[src/rtl/stack_machine_pkg.sv]
// Shared opcode, error-code and FSM-state encodings for the stack_machine core.
package stack_machine_pkg;

   localparam logic [3:0] OP_PUSHC = 4'h0;
   localparam logic [3:0] OP_PUSH  = 4'h1;
   localparam logic [3:0] OP_POP   = 4'h2;
   localparam logic [3:0] OP_JUMP  = 4'h3;
   localparam logic [3:0] OP_JZ    = 4'h4;
   localparam logic [3:0] OP_JS    = 4'h5;
   localparam logic [3:0] OP_ADD   = 4'h6;
   localparam logic [3:0] OP_SUB   = 4'h7;
   localparam logic [3:0] OP_DUP   = 4'h8;
   localparam logic [3:0] OP_SWAP  = 4'h9;
   localparam logic [3:0] OP_HALT  = 4'hF;

   localparam logic [2:0] ERR_NONE    = 3'd0;
   localparam logic [2:0] ERR_SOVF    = 3'd1;
   localparam logic [2:0] ERR_SUNF    = 3'd2;
   localparam logic [2:0] ERR_ARITH   = 3'd3;
   localparam logic [2:0] ERR_ILLEGAL = 3'd4;

   localparam logic [1:0] S_FETCH = 2'd0;
   localparam logic [1:0] S_EXEC  = 2'd1;
   localparam logic [1:0] S_MEM   = 2'd2;
   localparam logic [1:0] S_HALT  = 2'd3;

endpackage

[src/rtl/stack_machine_if.sv]
// Instruction-fetch and data-memory bus of the stack_machine core.
interface stack_machine_if #(
   parameter int DATA_W = 8,
   parameter int ADDR_W = 8
);
   logic [ADDR_W-1:0]   imem_addr;
   logic [3+ADDR_W:0]   imem_data;
   logic                dmem_req;
   logic                dmem_we;
   logic [ADDR_W-1:0]   dmem_addr;
   logic [DATA_W-1:0]   dmem_wdata;
   logic [DATA_W-1:0]   dmem_rdata;
   logic                dmem_ack;

   modport master (
      output imem_addr,
      input  imem_data,
      output dmem_req,
      output dmem_we,
      output dmem_addr,
      output dmem_wdata,
      input  dmem_rdata,
      input  dmem_ack
   );

   modport slave (
      input  imem_addr,
      output imem_data,
      input  dmem_req,
      input  dmem_we,
      input  dmem_addr,
      input  dmem_wdata,
      output dmem_rdata,
      output dmem_ack
   );
endinterface

[src/rtl/stack_file.sv]
// Register-array stack with occupancy count; the core guarantees ops are legal.
module stack_file #(
   parameter  int DATA_W = 8,
   parameter  int DEPTH  = 8,
   localparam int CNT_W  = $clog2(DEPTH + 1),
   localparam int IDX_W  = (DEPTH > 1) ? $clog2(DEPTH) : 1
) (
   input  logic              clk,
   input  logic              reset,
   input  logic              push,
   input  logic              pop,
   input  logic              replace2,
   input  logic              swap,
   input  logic [DATA_W-1:0] wdata,
   output logic [DATA_W-1:0] top,
   output logic [DATA_W-1:0] second,
   output logic [CNT_W-1:0]  count,
   output logic              full,
   output logic              empty
);

   logic [DATA_W-1:0] mem [DEPTH];
   logic [CNT_W-1:0]  cnt;
   logic [IDX_W-1:0]  top_idx;
   logic [IDX_W-1:0]  sec_idx;
   logic [IDX_W-1:0]  push_idx;

   assign top_idx  = IDX_W'(cnt - CNT_W'(1));
   assign sec_idx  = IDX_W'(cnt - CNT_W'(2));
   assign push_idx = IDX_W'(cnt);

   assign top    = mem[top_idx];
   assign second = mem[sec_idx];
   assign count  = cnt;
   assign full   = (cnt == CNT_W'(DEPTH));
   assign empty  = (cnt == '0);

   always_ff @(posedge clk) begin
      if (reset) begin
         cnt <= '0;
      end else if (push) begin
         cnt <= cnt + CNT_W'(1);
      end else if (pop || replace2) begin
         cnt <= cnt - CNT_W'(1);
      end
   end

   // Contents are not reset; only the count defines what is valid.
   always_ff @(posedge clk) begin
      if (!reset) begin
         if (push) begin
            mem[push_idx] <= wdata;
         end else if (replace2) begin
            mem[sec_idx] <= wdata;
         end else if (swap) begin
            mem[top_idx] <= mem[sec_idx];
            mem[sec_idx] <= mem[top_idx];
         end
      end
   end

endmodule

[src/rtl/stack_machine.sv]
// Stack processor core: registered fetch, single-cycle execute, req/ack data access.
//  state   | meaning
//  FETCH   | latch instruction at PC into IR
//  EXEC    | check errors, commit non-memory ops or start a memory access
//  MEM     | hold data request until ack, then push/pop and advance PC
//  HALT    | stopped (HALT opcode or error); only reset leaves
module stack_machine
   import stack_machine_pkg::*;
#(
   parameter  int DATA_W = 8,
   parameter  int ADDR_W = 8,
   parameter  int DEPTH  = 8,
   localparam int CNT_W  = $clog2(DEPTH + 1)
) (
   input  logic              clk,
   input  logic              reset,
   stack_machine_if.master   bus,
   output logic              halted,
   output logic              error,
   output logic [2:0]        err_code,
   output logic [ADDR_W-1:0] pc,
   output logic [CNT_W-1:0]  depth_cnt
);

   logic [1:0]          state;
   logic [1:0]          nxt_state;
   logic [3+ADDR_W:0]   ir;
   logic [ADDR_W-1:0]   nxt_pc;
   logic                z_flag;
   logic                s_flag;
   logic                req;
   logic                we;
   logic [ADDR_W-1:0]   addr;
   logic [DATA_W-1:0]   wdata;

   logic [3:0]          op;
   logic [ADDR_W-1:0]   operand;
   logic [ADDR_W-1:0]   pc_inc;
   logic [DATA_W-1:0]   opd_data;
   logic [ADDR_W-1:0]   top_addr;
   logic [ADDR_W+DATA_W-1:0] opd_wide;
   logic [ADDR_W+DATA_W-1:0] top_wide;

   logic [DATA_W-1:0]   top;
   logic [DATA_W-1:0]   second;
   logic                full;
   logic                empty;
   logic [DATA_W-1:0]   sum;
   logic [DATA_W-1:0]   diff;
   logic [DATA_W-1:0]   arith_res;
   logic                arith_ovf;
   logic                two_ok;

   logic                stk_push;
   logic                stk_pop;
   logic                stk_rep;
   logic                stk_swap;
   logic [DATA_W-1:0]   stk_wdata;
   logic                err_hit;
   logic [2:0]          err_val;
   logic                mem_go;
   logic                flag_upd;
   logic                taken;

   stack_file #(.DATA_W(DATA_W), .DEPTH(DEPTH)) u_stack (
      .clk      (clk),
      .reset    (reset),
      .push     (stk_push),
      .pop      (stk_pop),
      .replace2 (stk_rep),
      .swap     (stk_swap),
      .wdata    (stk_wdata),
      .top      (top),
      .second   (second),
      .count    (depth_cnt),
      .full     (full),
      .empty    (empty)
   );

   assign op       = ir[3+ADDR_W:ADDR_W];
   assign operand  = ir[ADDR_W-1:0];
   assign pc_inc   = pc + ADDR_W'(1);

   // Zero-extend or truncate between the address and data widths.
   assign opd_wide = {{DATA_W{1'b0}}, operand};
   assign top_wide = {{ADDR_W{1'b0}}, top};
   assign opd_data = opd_wide[DATA_W-1:0];
   assign top_addr = top_wide[ADDR_W-1:0];

   assign sum       = second + top;
   assign diff      = second - top;
   assign arith_res = (op == OP_SUB) ? diff : sum;
   assign arith_ovf = (op == OP_SUB)
                    ? ((second[DATA_W-1] != top[DATA_W-1]) && (diff[DATA_W-1] != second[DATA_W-1]))
                    : ((second[DATA_W-1] == top[DATA_W-1]) && (sum[DATA_W-1] != top[DATA_W-1]));
   assign two_ok    = (depth_cnt >= CNT_W'(2));
   assign taken     = (op == OP_JZ) ? z_flag : s_flag;

   always_comb begin
      stk_push  = 1'b0;
      stk_pop   = 1'b0;
      stk_rep   = 1'b0;
      stk_swap  = 1'b0;
      stk_wdata = top;
      nxt_state = state;
      nxt_pc    = pc;
      err_hit   = 1'b0;
      err_val   = ERR_NONE;
      mem_go    = 1'b0;
      flag_upd  = 1'b0;
      case (state)
         S_FETCH: nxt_state = S_EXEC;
         S_EXEC: begin
            nxt_state = S_FETCH;
            case (op)
               OP_PUSHC: begin
                  if (full) begin
                     err_hit = 1'b1; err_val = ERR_SOVF;
                  end else begin
                     stk_push = 1'b1; stk_wdata = opd_data; nxt_pc = pc_inc;
                  end
               end
               OP_PUSH: begin
                  if (full) begin
                     err_hit = 1'b1; err_val = ERR_SOVF;
                  end else begin
                     mem_go = 1'b1; nxt_state = S_MEM;
                  end
               end
               OP_POP: begin
                  if (empty) begin
                     err_hit = 1'b1; err_val = ERR_SUNF;
                  end else begin
                     mem_go = 1'b1; nxt_state = S_MEM;
                  end
               end
               OP_JUMP: begin
                  if (empty) begin
                     err_hit = 1'b1; err_val = ERR_SUNF;
                  end else begin
                     stk_pop = 1'b1; nxt_pc = top_addr;
                  end
               end
               OP_JZ, OP_JS: begin
                  if (!taken) begin
                     nxt_pc = pc_inc;
                  end else if (empty) begin
                     err_hit = 1'b1; err_val = ERR_SUNF;
                  end else begin
                     stk_pop = 1'b1; nxt_pc = top_addr;
                  end
               end
               OP_ADD, OP_SUB: begin
                  if (!two_ok) begin
                     err_hit = 1'b1; err_val = ERR_SUNF;
                  end else if (arith_ovf) begin
                     err_hit = 1'b1; err_val = ERR_ARITH;
                  end else begin
                     stk_rep = 1'b1; stk_wdata = arith_res; flag_upd = 1'b1; nxt_pc = pc_inc;
                  end
               end
               OP_DUP: begin
                  if (full) begin
                     err_hit = 1'b1; err_val = ERR_SOVF;
                  end else begin
                     stk_push = 1'b1; stk_wdata = top; nxt_pc = pc_inc;
                  end
               end
               OP_SWAP: begin
                  if (!two_ok) begin
                     err_hit = 1'b1; err_val = ERR_SUNF;
                  end else begin
                     stk_swap = 1'b1; nxt_pc = pc_inc;
                  end
               end
               OP_HALT: nxt_state = S_HALT;
               default: begin
                  err_hit = 1'b1; err_val = ERR_ILLEGAL;
               end
            endcase
            if (err_hit) nxt_state = S_HALT;
         end
         S_MEM: begin
            if (bus.dmem_ack) begin
               if (we) begin
                  stk_pop = 1'b1;
               end else begin
                  stk_push  = 1'b1;
                  stk_wdata = bus.dmem_rdata;
               end
               nxt_pc    = pc_inc;
               nxt_state = S_FETCH;
            end
         end
         default: nxt_state = S_HALT;
      endcase
   end

   always_ff @(posedge clk) begin
      if (reset) begin
         state    <= S_FETCH;
         pc       <= '0;
         ir       <= '0;
         z_flag   <= 1'b0;
         s_flag   <= 1'b0;
         error    <= 1'b0;
         err_code <= ERR_NONE;
         req      <= 1'b0;
         we       <= 1'b0;
         addr     <= '0;
         wdata    <= '0;
      end else begin
         state <= nxt_state;
         pc    <= nxt_pc;
         if (state == S_FETCH) ir <= bus.imem_data;
         if (flag_upd) begin
            z_flag <= (arith_res == '0);
            s_flag <= arith_res[DATA_W-1];
         end
         if (err_hit) begin
            error    <= 1'b1;
            err_code <= err_val;
         end
         // Request fields are captured once in EXEC and held through MEM.
         if (mem_go) begin
            req   <= 1'b1;
            we    <= (op == OP_POP);
            addr  <= operand;
            wdata <= top;
         end else if ((state == S_MEM) && bus.dmem_ack) begin
            req <= 1'b0;
            we  <= 1'b0;
         end
      end
   end

   assign halted         = (state == S_HALT);
   assign bus.imem_addr  = pc;
   assign bus.dmem_req   = req;
   assign bus.dmem_we    = we;
   assign bus.dmem_addr  = addr;
   assign bus.dmem_wdata = wdata;

endmodule

[src/flat_wrapper.sv]
// flat-port wrapper written by rule: the top's interface ports become plain ports
module stack_machine_flat import stack_machine_pkg::*;
#(
   parameter  int DATA_W = 8,
   parameter  int ADDR_W = 8,
   parameter  int DEPTH  = 8,
   localparam int CNT_W  = $clog2(DEPTH + 1)
)
  (clk, reset, halted, error, err_code, pc, depth_cnt, bus_imem_addr, bus_imem_data, bus_dmem_req, bus_dmem_we, bus_dmem_addr, bus_dmem_wdata, bus_dmem_rdata, bus_dmem_ack);
  stack_machine_if #(.DATA_W(DATA_W), .ADDR_W(ADDR_W)) bus_i ();
  input  logic clk;
  input  logic reset;
  output logic halted;
  output logic error;
  output logic [2:0] err_code;
  output logic [ADDR_W-1:0] pc;
  output logic [CNT_W-1:0] depth_cnt;
  output wire logic [$bits(bus_i.imem_addr)-1:0] bus_imem_addr;
  input wire logic [$bits(bus_i.imem_data)-1:0] bus_imem_data;
  output wire logic [$bits(bus_i.dmem_req)-1:0] bus_dmem_req;
  output wire logic [$bits(bus_i.dmem_we)-1:0] bus_dmem_we;
  output wire logic [$bits(bus_i.dmem_addr)-1:0] bus_dmem_addr;
  output wire logic [$bits(bus_i.dmem_wdata)-1:0] bus_dmem_wdata;
  input wire logic [$bits(bus_i.dmem_rdata)-1:0] bus_dmem_rdata;
  input wire logic [$bits(bus_i.dmem_ack)-1:0] bus_dmem_ack;
  assign bus_imem_addr = bus_i.imem_addr;
  assign bus_i.imem_data = bus_imem_data;
  assign bus_dmem_req = bus_i.dmem_req;
  assign bus_dmem_we = bus_i.dmem_we;
  assign bus_dmem_addr = bus_i.dmem_addr;
  assign bus_dmem_wdata = bus_i.dmem_wdata;
  assign bus_i.dmem_rdata = bus_dmem_rdata;
  assign bus_i.dmem_ack = bus_dmem_ack;
  stack_machine #(.DATA_W(DATA_W), .ADDR_W(ADDR_W), .DEPTH(DEPTH)) u_core (.clk(clk), .reset(reset), .bus(bus_i), .halted(halted), .error(error), .err_code(err_code), .pc(pc), .depth_cnt(depth_cnt));
endmodule
[config.mk]
export PLATFORM = sky130hd
export DESIGN_NAME = stack_machine_flat
export DESIGN_NICKNAME = d
export VERILOG_FILES = /design/src/rtl/stack_machine_pkg.sv /design/src/rtl/stack_machine_if.sv /design/src/rtl/stack_file.sv /design/src/rtl/stack_machine.sv /design/src/flat_wrapper.sv
export SDC_FILE = /design/constraint.sdc
export NUM_CORES = 1
export LEC_CHECK = 0
export CAP_MARGIN = 10
export CORE_MARGIN = 1.5
export CORE_UTILIZATION = 61
export CTS_BUF_LIST = sky130_fd_sc_hd__clkbuf_8
export CTS_CLUSTER_SIZE = 24
export DETAILED_ROUTE_END_ITERATION = 7
export GPL_ROUTABILITY_DRIVEN = 0
export PLACE_DENSITY = 0.83
export SLEW_MARGIN = 20
export SYNTH_ARGS = -nofsm -noshare
export SYNTH_HDL_FRONTEND = slang
export SYNTH_SLANG_ARGS = --single-unit
[constraint.sdc]
create_clock -name clk -period 8.4 [get_ports clk]
set_input_delay 1.68 -clock clk [delete_from_list [all_inputs] [get_ports clk]]
set_output_delay 1.68 -clock clk [all_outputs]
set_load 0.01 [all_outputs]
==> results of run 1 <==
## per-layer routing
layer  share of wire  GRT usage  wire length, microns  up-vias
li1                -          -                     -     3072
met1            0.38      0.478                  9060     3356
met2            0.44      0.529                 10400      512
met3            0.14      0.134                  3240       95
met4           0.042      0.167                   984        0
met5               0          0                     0        -
## cell usage in the layout, fill, tap and decap left out, types with 6 or more instances in the layout
| cell | n |
|---|---|
| o21a_1 | 9 |
| nand2b_1 | 8 |
| nand2_1 | 76 |
| dfxtp_1 | 49 |
| a21oi_1 | 37 |
| a31oi_1 | 7 |
| mux4_2 | 23 |
| nor3_1 | 13 |
| nor2b_1 | 6 |
| mux2i_1 | 97 |
| o21ai_0 | 27 |
| buf_4 | 19 |
| nor2_1 | 65 |
| clkbuf_8 | 17 |
| edfxtp_1 | 64 |
| o211ai_1 | 13 |
| a211oi_1 | 13 |
| clkdlybuf4s50_1 | 64 |
| ha_1 | 24 |
| nand3b_1 | 7 |
| nand3_1 | 31 |
| a21o_1 | 6 |
| and2_1 | 7 |
| inv_1 | 30 |
| xnor2_1 | 6 |
## tightest hold or removal path: cells and delay by family, from the launching register on
kind             cells  cell delay [ns]
AO/OA/AOI/OAI        1             0.05
flip-flops           1             0.31
AND/OR/NAND/NOR      1             0.05
## cells by family after synthesis
group | count (synthesis) | synth area share
AOI/OAI and AO/OA | 174 | 0.166
and+or+nand+nor | 255 | 0.160
adders and majority gates | 27 | 0.0449
muxes | 123 | 0.197
DFF | 114 | 0.372
xor gates and xnor gates | 10 | 0.0130
buffers and inverters | 88 | 0.0476
## state kept, by name, summed over array words and instances, names as in the netlist
| signal | count |
|---|---|
| u_core.state | 2 |
| u_core.err_code | 3 |
| u_core.z_flag | 1 |
| u_core.bus.dmem_req | 1 |
| u_core.u_stack.mem | 64 |
| u_core.bus.dmem_addr | 8 |
| u_core.ir | 12 |
| u_core.s_flag | 1 |
| u_core.bus.dmem_we | 1 |
| u_core.u_stack.count | 4 |
| u_core.bus.dmem_wdata | 8 |
| u_core.bus.imem_addr | 8 |
| u_core.error | 1 |
## stage by stage
stage          area, sq um  instances
6_report              8990       1023
5_1_grt               8990       1023
4_1_cts               8980       1023
3_5_place_dp          8620        991
3_3_place_gp          8620        991
2_1_floorplan         7870        791
## layout make-up
class / count / share of cell area
timing repair buffer: 84 / 0.0877
clock inverter: 15 / 0.0148
sequential: 114 / 0.325
clock buffer: 17 / 0.0260
multi-input combinational: 589 / 0.509
tap: 172 / 0.0239
inverter: 32 / 0.0134
## how the worst max path moves through the flow
stage | slack, ns | end | from
after floorplan | 2.12 | u_core.u_stack.mem[6][0]$_DFFE_PP_ | u_core.u_stack.count[1]$_SDFFE_PP0P_
after CTS | 1.47 | u_core.u_stack.mem[2][4]$_DFFE_PP_ | u_core.u_stack.count[1]$_SDFFE_PP0P_
after detailed placement | 1.52 | u_core.u_stack.mem[2][3]$_DFFE_PP_ | u_core.u_stack.count[1]$_SDFFE_PP0P_
after global placement | 1.81 | u_core.u_stack.mem[3][6]$_DFFE_PP_ | u_core.u_stack.count[1]$_SDFFE_PP0P_
final | 1.62 | u_core.u_stack.mem[6][7]$_DFFE_PP_ | u_core.u_stack.count[1]$_SDFFE_PP0P_
after global routing | 1.36 | u_core.u_stack.mem[6][7]$_DFFE_PP_ | u_core.u_stack.count[1]$_SDFFE_PP0P_
## Yosys cell counts, drive strengths merged (6+ instances only)
cell type and instances:
a211oi 14, a21o 6, a21oi 37, a31oi 7, and2 7, buf 22, clkbuf 34, dfxtp 50
edfxtp 64, ha 25, inv 31, mux2i 97, mux4 25, nand2 76, nand2b 8, nand3 31
nand3b 7, nor2 65, nor2b 6, nor3 14, o211ai 14, o21a 9, o21ai 32, xnor2 7
==> summary.md, run 1 <==
| Metric | Value |
|---|---|
| Status | finished clean |
| Number of antenna diodes | 0 |
| Core footprint | 0.0126 sq mm |
| Clock skew | 0.0191 ns |
| RSZ-0062 raised after global routing | false |
| Later-pin clock latency in the skew report | 0.47 ns |
| Rows | 41 |
| Critical Path AT | 6.96 ns |
| Initial Util | 0.623 |
| Synth warn | 0 |
| Vias in the first global route | 6720 |
| Crit path top cell by count | buf_4 |
| EDFF count, synth | 64 |
| Cell taking the most area after synthesis | edfxtp_1 |
| Fin crit share | 0.807 |
| RR Endpoint | u_core.u_stack.mem[6][7]$_DFFE_PP_ |
| GR Util All Layers | 0.360 |
| Setup violations, final | 0 |
| Hold Path End | u_core.bus.dmem_addr[4]$_SDFFE_PP0P_ |
| MaxCap Viol Count | 0 |
| Final core utilization | 0.712 |
| Worst endpoint required time | 8.58 ns |
| #FFs+latches synth | around 110 |
| Cell family contributing the most delay on the critical path | compound AO/OA/AOI/OAI gates |
| FFs w/ async S/R, synth | 0 |
| DR iter-0 viols | just under 1k |
| Worst slew pin tran | around 1.0 ns |
| Post-DRT Antenna Nets | 0 |
| Total CTS buffers | 17 |
| Die area | 0.0136 sq mm |
| FF/Latch Area | 0.00292 sq mm |
| Total I/O pin count | 66 |
| Cell at the slowest stage of the critical path | xor2_2 |
| Post-CTS Setup Bufs | 0 |
| Synth top area share | 0.244 |
| Netlist Area Pre-Place | 0.00787 sq mm |
| Reg-to-reg slack, setup | 1.62 ns |
| DRC violations left | 0 |
| R2r startpoint | u_core.u_stack.count[1]$_SDFFE_PP0P_ |
| Ys flop type | edfxtp_1 |
| First-pass detailed-route iteration total | 8 |
| Cts repair resizes | 0 |
| Worst-path cell chain | buf_4 > inv_1 > ha_2 > xor2_2 > buf_4 > nand2_1 > mux4_2 > o311ai_1 > buf_4 > inv_1 > ha_1 > nor2b_1 > o311a_1 > o32a_1 > or3_1 > a21o_1 > a21boi_1 > mux2i_1 > o21ai_0 > buf_4 |
| Peak Freq | 0.147 GHz |
| Synth Net Count | 841 |
| Vias per inst | 6.88 |
| Period minus WS final | 6.78 ns |
| Largest fanout on the critical path | 29 |
| Critical path endpoint category | flip-flop |
| Largest net degree at the start of global routing | 54 |
| Vias | 7035 |
| Die height | 117 microns |
| CTS H-Tree Depth | 4 |
| Worst setup path class | flip-flop to flip-flop |
| Levels on crit path | 20 |
| Worst min path class | flip-flop to flip-flop |
| CTS tree | done |
| Cells after Synth | 791 |
| Hold Buf Count CTS | 0 |
| Root Buffer | clkbuf_8 |
| Wirelength, routed | 23.7 mm |
| Syn Area/Cell | ~9.9 sq um |
| Setup_tns | 0 ns |
| Count of different cell masters after synthesis | 82 |
| Hold_ws | 0.455 ns |
| Hpwl dp | 17.2 mm |
| Number of buffers added on ports | 65 |
| Initial antenna violation count | 0 |
| Die width | 117 microns |
| Clk pin slew, worst setup/hold paths | 0.08 ns |
| Syn-to-layout area delta | 14.2% |
| DR WL/cell | 23.1 microns |
| Area of the multi-input gates | approximately 0.0046 sq mm |
| Startpoint Class | flip-flop |
| CTS max path bufs | 2 |
| Pre-CTS setup slack | roughly 1.5 ns |
| Slew Limit Fails | 0 |
| Final nets | 888 |
| WHS Path Cells | 2 |
| Hold_sp | u_core.bus.dmem_addr[4]$_SDFFE_PP0P_ |
| Synth top area cells | edfxtp_1, dfxtp_1, mux2i_1 |
| TritonCTS Sinks | 114 |
| Slew headroom | 0.303 |
| Final hold viol count | 0 |
| First-pass GRT wire length | 36.3 mm |
| Reg2Reg Depth | 20 |
| CP peak stage delay | 0.73 ns |
| GRT overflow | 0 |
| Bufs and invs on worst path | 6 |
| Share of layout cells above drive strength 1 | 0.116 |
| Register area share after synthesis | 0.372 |
| Setup ws final | around 1.6 ns |
| Fillers | 927 |
Power of run 1 is not shown: default switching activity piles up to over one toggle a cycle in this logic, so the estimate is an artifact.
==> run 2: changes to the inputs <==
--- a/config.mk
+++ b/config.mk
@@ -7,12 +7,12 @@
 export LEC_CHECK = 0
 export CAP_MARGIN = 10
 export CORE_MARGIN = 1.5
-export CORE_UTILIZATION = 61
+export CORE_UTILIZATION = 55
 export CTS_BUF_LIST = sky130_fd_sc_hd__clkbuf_8
 export CTS_CLUSTER_SIZE = 24
 export DETAILED_ROUTE_END_ITERATION = 7
 export GPL_ROUTABILITY_DRIVEN = 0
-export PLACE_DENSITY = 0.83
+export PLACE_DENSITY = 0.79
 export SLEW_MARGIN = 20
 export SYNTH_ARGS = -nofsm -noshare
 export SYNTH_HDL_FRONTEND = slang
==> constraint.sdc (replaced) <==
create_clock -name clk -period 5.8 [get_ports clk]
set_input_delay 1.16 -clock clk [delete_from_list [all_inputs] [get_ports clk]]
set_output_delay 1.16 -clock clk [all_outputs]
set_load 0.01 [all_outputs]
==> run 2 against run 1 <==
Against the previous run:
- fmax grew 18%
- global-route usage shrank 3.8 points
- cell count grew 1.1%
- via count shrank 0.17%
- sequential share of layout area shrank 0.61 points
- largest cell class unchanged
- flip-flop and latch count is the same
==> summary.md, run 2 (synthesis results as in run 1) <==
| Metric | Value |
|---|---|
| Critical path endpoint category | flip-flop |
| Core footprint | 0.0139 sq mm |
| Clk pin slew, worst setup/hold paths | approximately 0.07 ns |
| End of the critical path | u_core.u_stack.mem[4][1]$_DFFE_PP_ |
| Initial antenna violation count | 1 |
| Worst min path class | flip-flop to flip-flop |
| Fin crit share | 0.993 |
| RSZ-0062 raised after global routing | true |
| Peak Freq | 0.174 GHz |
| Vias in the first global route | 6794 |
| Total CTS buffers | 17 |
| Slew Limit Fails | 0 |
| Most frequent cells in the layout | mux2i_1, nand2_1, nor2_1 |
| Clock skew | 0.0111 ns |
| Share of layout cells above drive strength 1 | 0.131 |
| Most common cell after layout, fill and taps aside | mux2i_1 |
| CTS H-Tree Depth | 4 |
| Reg-to-reg slack, setup | 0.04 ns |
| Met1 Use GR | 0.412 |
| Status | finished clean |
| Hold Buf Count CTS | 0 |
| Met3 Usage GRT | 0.0980 |
| GRT overflow | 0 |
| Met2 global-route usage | 0.494 |
| Slew headroom | 0.208 |
| Initial Util | 0.565 |
| Hpwl dp | 16.9 mm |
| Syn-to-layout area delta | 16.4% |
| Number of buffers added on ports | 65 |
| Final nets | roughly 890 |
| Largest fanout on the critical path | 23 |
| Worst setup path class | flip-flop to flip-flop |
| Top reg by flops | u_core.u_stack.mem |
| MaxCap Viol Count | 0 |
| Post-DRT Antenna Nets | 0 |
| First-pass detailed-route iteration total | 7 |
| Startpoint Class | flip-flop |
| Final hold viol count | 0 |
| Wirelength, routed | 23.5 mm |
| GRT Max-Usage Layer | met2 |
| R2r startpoint | u_core.u_stack.count[1]$_SDFFE_PP0P_ |
| Number of flip-flops in the largest register | 64 |
| DRC violations left | 0 |
| Rows | 43 |
| Worst slew pin tran | between 1 and 1.5 ns |
| Vias | 7023 |
| Critical Path AT | 5.85 ns |
| Pre-CTS setup slack | 0.116 ns |
| Later-pin clock latency in the skew report | 0.46 ns |
| RR Endpoint | u_core.u_stack.mem[4][1]$_DFFE_PP_ |
| Vias per inst | 6.79 |
| Worst setup path startpoint | u_core.u_stack.count[1]$_SDFFE_PP0P_ |
| Number of antenna diodes | 0 |
| DR iter-0 viols | 1085 |
| CTS max path bufs | 2 |
| GR Util All Layers | 0.323 |
| Period minus WS final | 5.76 ns |
| DR WL/cell | roughly 23 microns |
| Die area | ~0.015 sq mm |
| Root Buffer | clkbuf_8 |
| CTS tree | done |
| Largest net degree at the start of global routing | 53 |
| Die width | roughly 120 microns |
| First-pass GRT wire length | 36.4 mm |
| Setup violations, final | 0 |
| Die height | 123 microns |
| Worst endpoint required time | roughly 5.9 ns |
| Reg2Reg Depth | 17 |
| TritonCTS Sinks | 114 |
| Total I/O pin count | 66 |
| Setup ws final | 0.0425 ns |
| Top flop regs | u_core.u_stack.mem x64, u_core.ir x12 |
run 2: cell types whose count changed in the layout (fill, tap and decap cells not counted), sizes merged:
cell / previous run / this run
inv: 36 / 35
clkinv: 5 / 6
bufinv: 1 / 4
clkinvlp: 5 / 2
buf: 20 / 23
run 2: worst min path at each step:
stage	startpoint	endpoint	slack [ns]	cells past startpoint
floorplan	u_core.ir[1]$_SDFFE_PP0P_	u_core.bus.dmem_addr[1]$_SDFFE_PP0P_	0.45	2
global placement	u_core.error$_SDFFE_PP0P_	u_core.error$_SDFFE_PP0P_	0.44	2
detailed placement	u_core.bus.dmem_wdata[0]$_SDFFE_PP0P_	u_core.bus.dmem_wdata[0]$_SDFFE_PP0P_	0.45	2
CTS	u_core.bus.dmem_addr[6]$_SDFFE_PP0P_	u_core.bus.dmem_addr[6]$_SDFFE_PP0P_	0.46	2
global route	u_core.bus.dmem_addr[0]$_SDFFE_PP0P_	u_core.bus.dmem_addr[0]$_SDFFE_PP0P_	0.47	2
finish	u_core.bus.dmem_addr[0]$_SDFFE_PP0P_	u_core.bus.dmem_addr[0]$_SDFFE_PP0P_	0.45	2
run 2: stage by stage:
| step | std cells | hold slack [ns] | utilization | TNS, ns | cell area, sq um |
|---|---|---|---|---|---|
| CTS | 1033 | 0.463 | 0.653 | 0 | 9100 |
| finish | 1034 | 0.454 | 0.657 | 0 | 9160 |
| detailed placement | 1001 | 0.453 | 0.623 | 0 | 8680 |
| global placement | 1001 | 0.436 | 0.623 | 0 | 8680 |
| floorplan | 791 | 0.449 | - | 0 | 7910 |
| global route | 1034 | 0.474 | 0.657 | -5.60 | 9160 |
run 2: critical path, cell delays in order, from the launching register on:
cell and delay, ns:
dfxtp_1 0.32, inv_1 0.16, ha_1 0.37, xor2_2 0.15, buf_4 0.32, mux2i_1 0.12
mux4_2 0.47, o311ai_2 0.26, inv_1 0.22, ha_1 0.37, nor2b_1 0.06, o311a_1 0.30
o32a_1 0.48, and4_1 0.27, nor2_1 0.25, nand3_1 0.26, a211o_1 0.52, o21ai_2 0.47
run 2: layer usage:
metal  routed length, microns  share of wire  vias to the layer above
met1                     8980           0.38                     3362
met2                    10900           0.47                      475
met4                     1120          0.048                        2
met5                       12        0.00051                        -
met3                     2450           0.10                      108
li1                         -              -                     3076
run 2: timing repair:
item                                    in CTS  in global routing
resized for setup                            0                  6
buffers inserted                             0                  1
endpoints found under the setup margin       0                116
run 2: layout make-up:
type                            count  area, sq um
Multi-Input combinational cell    589         4640
Clock inverter                     15          191
Tap cell                          180          225
Clock buffer                       17          234
Timing Repair Buffer               87          823
Inverter                           32          120
Fill cell                        1067         4780
Sequential cell                   114         2920
Power of run 2 is left out for the same reason.
==> run 3: changes to the inputs <==
--- a/config.mk
+++ b/config.mk
@@ -5,7 +5,7 @@
 export SDC_FILE = /design/constraint.sdc
 export NUM_CORES = 1
 export LEC_CHECK = 0
-export CAP_MARGIN = 10
+export CAP_MARGIN = 20
 export CORE_MARGIN = 1.5
 export CORE_UTILIZATION = 55
 export CTS_BUF_LIST = sky130_fd_sc_hd__clkbuf_8
==> results of run 3 <==
No change in the layout: final DEF, timing and power equal those of run 2.
Power of run 3 is left out for the same reason.
